## config.mk

```make
export PLATFORM = sky130hd
export DESIGN_NAME = tt_um_emern_spi_cmd_tx
export DESIGN_NICKNAME = d
export VERILOG_FILES = /design/src/rtl/gpu_spi_pkg.sv /design/src/rtl/tt_um_emern_frame_pack.sv /design/src/rtl/tt_um_emern_spi_cmd_tx.sv
export SDC_FILE = /design/constraint.sdc
export NUM_CORES = 1
export LEC_CHECK = 0
export CAP_MARGIN = 25
export CORE_MARGIN = 2
export CORE_UTILIZATION = 44
export DETAILED_ROUTE_END_ITERATION = 6
export GPL_TIMING_DRIVEN = 1
export PLACE_DENSITY = 0.71
export SYNTH_ARGS = -nofsm -noshare
export SYNTH_HDL_FRONTEND = slang
export SYNTH_SLANG_ARGS = --single-unit
```

## constraint.sdc

```tcl
create_clock -name clk -period 3 [get_ports clk]
set_clock_uncertainty 0.05 [all_clocks]
set_input_delay 0.45 -clock clk [delete_from_list [all_inputs] [get_ports clk]]
set_output_delay 0.45 -clock clk [all_outputs]
set_load 0.005 [all_outputs]
```

## src/rtl/gpu_spi_pkg.sv

```systemverilog
// Shared GPU command-link definitions: command codes, 53-bit frame layout and SPI TX FSM states.
package gpu_spi_pkg;

   localparam int unsigned FRAME_BITS = 53;

   localparam logic [7:0] CMD_WR_A   = 8'h80;
   localparam logic [7:0] CMD_CLR_A  = 8'h40;
   localparam logic [7:0] CMD_WR_B   = 8'h81;
   localparam logic [7:0] CMD_CLR_B  = 8'h41;
   localparam logic [7:0] CMD_SET_BG = 8'h01;

   localparam int unsigned CMD_LSB   = 0;
   localparam int unsigned CMD_W     = 8;
   localparam int unsigned COLOR_LSB = 8;
   localparam int unsigned COLOR_W   = 6;
   localparam int unsigned V0X_LSB   = 14;
   localparam int unsigned V1X_LSB   = 21;
   localparam int unsigned V2X_LSB   = 28;
   localparam int unsigned VX_W      = 7;
   localparam int unsigned V0Y_LSB   = 35;
   localparam int unsigned V1Y_LSB   = 41;
   localparam int unsigned V2Y_LSB   = 47;
   localparam int unsigned VY_W      = 6;

   typedef enum logic [2:0] {
      StIdle,
      StSetup,
      StLow,
      StHigh,
      StHold,
      StGap
   } spi_state_e;

   function automatic logic cmd_is_known(input logic [7:0] c);
      return (c == CMD_WR_A) || (c == CMD_CLR_A) || (c == CMD_WR_B) ||
             (c == CMD_CLR_B) || (c == CMD_SET_BG);
   endfunction

endpackage

```

## src/rtl/tt_um_emern_frame_pack.sv

```systemverilog
// Combinational packer: command byte, colour and three vertices -> 53-bit GPU frame (bit 0 first).
module tt_um_emern_frame_pack
   import gpu_spi_pkg::*;
(
   input  logic [7:0]            cmd_i,
   input  logic [5:0]            color_i,
   input  logic [6:0]            v0_x_i,
   input  logic [6:0]            v1_x_i,
   input  logic [6:0]            v2_x_i,
   input  logic [5:0]            v0_y_i,
   input  logic [5:0]            v1_y_i,
   input  logic [5:0]            v2_y_i,
   output logic [FRAME_BITS-1:0] frame_o
);

   always_comb begin
      frame_o                        = '0;
      frame_o[CMD_LSB   +: CMD_W]    = cmd_i;
      frame_o[COLOR_LSB +: COLOR_W]  = color_i;
      frame_o[V0X_LSB   +: VX_W]     = v0_x_i;
      frame_o[V1X_LSB   +: VX_W]     = v1_x_i;
      frame_o[V2X_LSB   +: VX_W]     = v2_x_i;
      frame_o[V0Y_LSB   +: VY_W]     = v0_y_i;
      frame_o[V1Y_LSB   +: VY_W]     = v1_y_i;
      frame_o[V2Y_LSB   +: VY_W]     = v2_y_i;
   end

endmodule

```

## src/rtl/tt_um_emern_spi_cmd_tx.sv

```systemverilog
// Host-side write-only SPI master (mode 0, LSB first) sending one 53-bit GPU frame per CS-low window.
// Define SPI_TX_CMD_FILTER_EN to reject unknown command bytes with a cmd_err pulse instead of sending.
module tt_um_emern_spi_cmd_tx
   import gpu_spi_pkg::*;
#(
   parameter int unsigned HALF_PERIOD = 4,
   parameter int unsigned CS_SETUP    = 2,
   parameter int unsigned CS_GAP      = 4
) (
   input  logic       clk,
   input  logic       rst,
   input  logic       cmd_valid,
   output logic       cmd_ready,
   input  logic [7:0] cmd,
   input  logic [5:0] color,
   input  logic [6:0] v0_x,
   input  logic [6:0] v1_x,
   input  logic [6:0] v2_x,
   input  logic [5:0] v0_y,
   input  logic [5:0] v1_y,
   input  logic [5:0] v2_y,
   input  logic       window_ok,
   output logic       cs_out,
   output logic       sck_out,
   output logic       mosi_out,
   output logic       busy,
   output logic       done,
   output logic       cmd_err
);

   localparam int unsigned CntMax0 = (HALF_PERIOD > CS_SETUP) ? HALF_PERIOD : CS_SETUP;
   localparam int unsigned CntMax  = (CntMax0 > CS_GAP) ? CntMax0 : CS_GAP;
   localparam int unsigned CntW    = $clog2(CntMax + 1);

   localparam logic [CntW-1:0] HpLast    = CntW'(HALF_PERIOD - 1);
   localparam logic [CntW-1:0] SetupLast = CntW'(CS_SETUP - 1);
   localparam logic [CntW-1:0] GapLast   = CntW'(CS_GAP - 1);
   localparam logic [5:0]      LastBit   = 6'(FRAME_BITS - 1);

   spi_state_e            state_q;
   logic [CntW-1:0]       cnt_q;
   logic [5:0]            bit_idx_q;
   logic [FRAME_BITS-1:0] frame_q;
   logic                  cs_q, sck_q, mosi_q, done_q, cmd_err_q;

   logic [FRAME_BITS-1:0] frame_in;
   logic                  cmd_known;
   logic [5:0]            bit_nxt;

   tt_um_emern_frame_pack u_pack (
      .cmd_i   (cmd),
      .color_i (color),
      .v0_x_i  (v0_x),
      .v1_x_i  (v1_x),
      .v2_x_i  (v2_x),
      .v0_y_i  (v0_y),
      .v1_y_i  (v1_y),
      .v2_y_i  (v2_y),
      .frame_o (frame_in)
   );

`ifdef SPI_TX_CMD_FILTER_EN
   assign cmd_known = cmd_is_known(cmd);
`else
   assign cmd_known = 1'b1;
`endif

   assign bit_nxt = bit_idx_q + 6'd1;

   always_ff @(posedge clk) begin
      if (rst) begin
         state_q   <= StIdle;
         cnt_q     <= '0;
         bit_idx_q <= '0;
         frame_q   <= '0;
         cs_q      <= 1'b1;
         sck_q     <= 1'b0;
         mosi_q    <= 1'b0;
         done_q    <= 1'b0;
         cmd_err_q <= 1'b0;
      end else begin
         done_q    <= 1'b0;
         cmd_err_q <= 1'b0;
         unique case (state_q)
            StIdle: begin
               if (cmd_valid) begin
                  if (cmd_known) begin
                     frame_q   <= frame_in;
                     cs_q      <= 1'b0;
                     mosi_q    <= frame_in[0];
                     bit_idx_q <= '0;
                     cnt_q     <= '0;
                     state_q   <= StSetup;
                  end else begin
                     cmd_err_q <= 1'b1;
                  end
               end
            end
            StSetup: begin
               if (cnt_q == SetupLast) begin
                  cnt_q   <= '0;
                  state_q <= StLow;
               end else begin
                  cnt_q <= cnt_q + CntW'(1);
               end
            end
            StLow: begin
               // Counter saturates so the rise fires on the first cycle window_ok returns.
               if (cnt_q == HpLast) begin
                  if (window_ok) begin
                     sck_q   <= 1'b1;
                     cnt_q   <= '0;
                     state_q <= StHigh;
                  end
               end else begin
                  cnt_q <= cnt_q + CntW'(1);
               end
            end
            StHigh: begin
               if (cnt_q == HpLast) begin
                  sck_q <= 1'b0;
                  cnt_q <= '0;
                  if (bit_idx_q == LastBit) begin
                     state_q <= StHold;
                  end else begin
                     bit_idx_q <= bit_nxt;
                     mosi_q    <= frame_q[bit_nxt];
                     state_q   <= StLow;
                  end
               end else begin
                  cnt_q <= cnt_q + CntW'(1);
               end
            end
            StHold: begin
               if (cnt_q == HpLast) begin
                  cs_q    <= 1'b1;
                  mosi_q  <= 1'b0;
                  cnt_q   <= '0;
                  state_q <= StGap;
               end else begin
                  cnt_q <= cnt_q + CntW'(1);
               end
            end
            StGap: begin
               if (cnt_q == GapLast) begin
                  done_q  <= 1'b1;
                  cnt_q   <= '0;
                  state_q <= StIdle;
               end else begin
                  cnt_q <= cnt_q + CntW'(1);
               end
            end
            default: state_q <= StIdle;
         endcase
      end
   end

   assign cmd_ready = (state_q == StIdle);
   assign busy      = ~cmd_ready;
   assign cs_out    = cs_q;
   assign sck_out   = sck_q;
   assign mosi_out  = mosi_q;
   assign done      = done_q;
   assign cmd_err   = cmd_err_q;

endmodule
```

==> summary.txt <==
=================================================================================================
Share of synthesized area occupied by flip-flops and latches                                42.5%
Vias after detailed routing                                                                  2865
Sequential Area                                                                          1380 um2
Cell leakage power                                                                        1.53 nW
Syn-to-layout area delta                                                                    28.3%
H-tree levels                                                                                   3
Count of port buffers added during placement                                                   62
DP HPWL                                                                                   5320 um
Post-cts hold buffer count                                                                      0
Total Wirelength                                                                          7400 um
Number of failing setup endpoints in the final timing report                                    0
DRC violations left                                                                             0
Global router's overall resource usage                                                      18.9%
Number of endpoints with negative hold slack in the final report                                0
Unrepaired setup endpoints after global routing                                             false
Postcts setup bufs                                                                              0
Timing startpoint of the critical path                                               bit_idx_q[1]
Maxcap violations                                                                               0
First-pass GRT wire length                                                               12500 um
Post-synthesis register bit count                                                              69
Sort of element at the start of the critical path                                            flop
Fraction of the core area covered by cells at the end of the flow                           57.9%
Internal reg-to-reg setup slack                                                           0.40 ns
Number of nets in the synthesized netlist                                                     457
Worst rel slew slack                                                                        54.8%
CTS tree                                                                                    built
Ratio of cells with drive above 1 in the final layout                                       9.87%
Post-detailed-route count of antenna-violating nets                                             0
Arrival time at the worst endpoint                                                        2.76 ns
Share of flip-flops with an asynchronous set or reset                                          0%
Logic depth of the worst register-to-register path                                              7
Number of distinct library cell variants in the gate-level netlist after synthesis             47
Path type of the worst min-delay path                                                flop to flop
Routed via count divided by cell count                                                       5.26
Detailed router's first-iteration violation count                                             158
Worst EP required                                                                         3.17 ns
Number of max-slew violations in the final report                                               0
Synth Flop Type                                                                           dfxtp_1
Via count of the first global-routing pass                                                   2806
Worst supply voltage drop on vdd                                                       0.000333 V
Drt first pass iters                                                                            5
Multi-input logic area                                                                   1710 um2
Fin crit period                                                                           2.60 ns
Total overflow reported by the global router                                                    0
Num ports                                                                                      64
Final weighted congestion in routability-driven placement                                   0.801
Worst-path clk slew                                                                       0.08 ns
Fill cell total of the finished layout                                                        674
P per Cell Area                                                                        716 nW/um2
Actual transition at the worst max-transition pin                                        0.672 ns
Starting Density                                                                            45.1%
CTS Root Cell                                                                            clkbuf_8
Floorplan die width                                                                       90.0 um
Kind of capture point of the worst setup path                                                flop
Number of CTS-inserted buffers                                                                  9
Sink Count                                                                                     69
N_diodes                                                                                        0
Worst reg2reg path startpoint                                                        bit_idx_q[1]
Fin crit share                                                                              86.6%
# nets final                                                                                  504
Post-CTS Resized                                                                                0
Avg Inst Size Synth                                                                      8.26 um2
End point of the critical path                                                           mosi_out
FMAX                                                                                      385 MHz
Result of the run                                                                    finished, final reports clean
Die outline height                                                                        90.0 um
Wire length per cell                                                                      13.6 um
Pre-CTS setup slack                                                                      0.399 ns
Final worst slack                                                                        0.403 ns
Summed instance area of the synthesized netlist                                          3250 um2
Latest clock arrival within the worst-skew pair                                           0.34 ns
Gate Count Post-Synth                                                                         394
Reg-to-Reg End                                                                           mosi_out
Count of flip-flops with a built-in enable after synthesis                                      0
Die outline area                                                                         8100 um2
Core footprint                                                                           7210 um2
Yosys warns                                                                                     0
Path type of the worst setup path                                                    flop to flop
Largest net degree at the start of global routing                                              37
Number of antenna violations at the first check in global routing                               0
TNS Setup                                                                                    0 ns
Number of buffers between clock root and the deepest sink                                       2
Maximum fanout along the worst path                                                             8
Std cell rows                                                                                  31
=================================================================================================
[synth_stat cells, drive strengths merged, types with 2 or more instances]
master	number	area, um2
nand2	120	450
nor3b	2	15.0
ha	6	75.1
mux2i	4	40.0
dfxtp	69	1380
a21oi	65	325
nand3	7	35.0
a41oi	3	26.3
nand3b	2	15.0
nor2	12	47.6
o21ai	6	30.0
mux2	2	22.5
a311oi	2	17.5
xnor2	3	33.8
o31ai	3	22.5
nor2b	2	12.5
nor3	4	20.0
a31oi	2	12.5
mux4	13	293
a211oi	4	30.0
buf	17	87.6
inv	8	30.0
nand2b	2	12.5
clkbuf	15	56.3
or3	4	25.0
[power by group]
group	internal (W)	leakage, nW	total, W	switching (W)
clock network	0.000633	0.129	0.000982	0.000349
logic	0.000364	0.836	0.000804	0.000440
registers	0.00107	0.565	0.00120	0.000128
[worst min-delay path by stage]
stage                           start           to  cells past startpoint
after floorplan            frame_q[0]   frame_q[0]                      2
after global placement    frame_q[21]  frame_q[21]                      2
after detailed placement  frame_q[42]  frame_q[42]                      2
after CTS                 frame_q[22]  frame_q[22]                      2
after global routing      frame_q[49]  frame_q[49]                      2
final                     frame_q[42]  frame_q[42]                      2
[placed cells by master, fill, tap and decap left out, types with 2 or more instances in the layout]
cell type / n
a211oi_1: 4
a21oi_1: 65
a311oi_1: 2
a31oi_1: 2
a41oi_1: 3
buf_4: 5
bufinv_16: 4
clkbuf_8: 9
clkdlybuf4s50_1: 61
clkinv_2: 2
dfxtp_1: 69
ha_1: 6
inv_1: 8
mux2_2: 2
mux2i_1: 4
mux4_2: 13
nand2_1: 119
nand2b_1: 2
nand3_1: 7
nand3b_1: 2
nor2_1: 11
nor2b_1: 2
nor3_1: 4
nor3b_1: 2
o21ai_0: 6
o31ai_1: 3
or3_1: 4
xnor2_1: 2
[registers in the layout, summed over array words and instances, names as in the netlist]
signal	count
mosi_out	1
frame_q	53
bit_idx_q	6
sck_out	1
state_q	3
cnt_q	3
cs_out	1
done	1
[critical path, cell delays in order (launching register included)]
cell and delay [ns]:
dfxtp_1 0.38, inv_1 0.07, ha_1 0.54, mux4_2 0.56, mux2_2 0.27, or3_1 0.30, a41oi_1 0.21, a211oi_1 0.09
[layer usage]
metal / wire, um / track usage, %
met1: 3140 / 21.4
met2: 3800 / 34.3
met3: 271 / 3.19
met4: 183 / 9.23
met5: 0 / 0
[stage by stage]
step	total power, W	area, um2	hold WS (ns)	cells
3_5_place_dp	0.00203	3910	0.398	529
2_1_floorplan	0.00176	3250	0.383	394
4_1_cts	0.00301	4180	0.408	545
3_3_place_gp	0.00201	3910	0.394	529
6_report	0.00299	4180	0.408	545
5_1_grt	0.00316	4180	0.426	545
[layout make-up]
cell class,instances,share of cell area [%]
Timing Repair Buffer,68,16.1
Multi-Input combinational cell,285,40.8
Sequential cell,69,33.1
Inverter,8,0.719
Clock buffer,9,2.97
Tap cell,99,2.97
Clock inverter,7,3.30
[logic make-up after synthesis]
logic type	synth area share [%]
simple gates	20.4
other cells	0.115
fa+ha+maj	2.31
flops	42.5
compound gates	17.4
xor+xnor	1.04
buf+inv	5.35
mux	10.9
Note: power is estimated with default switching activity, not from simulation.
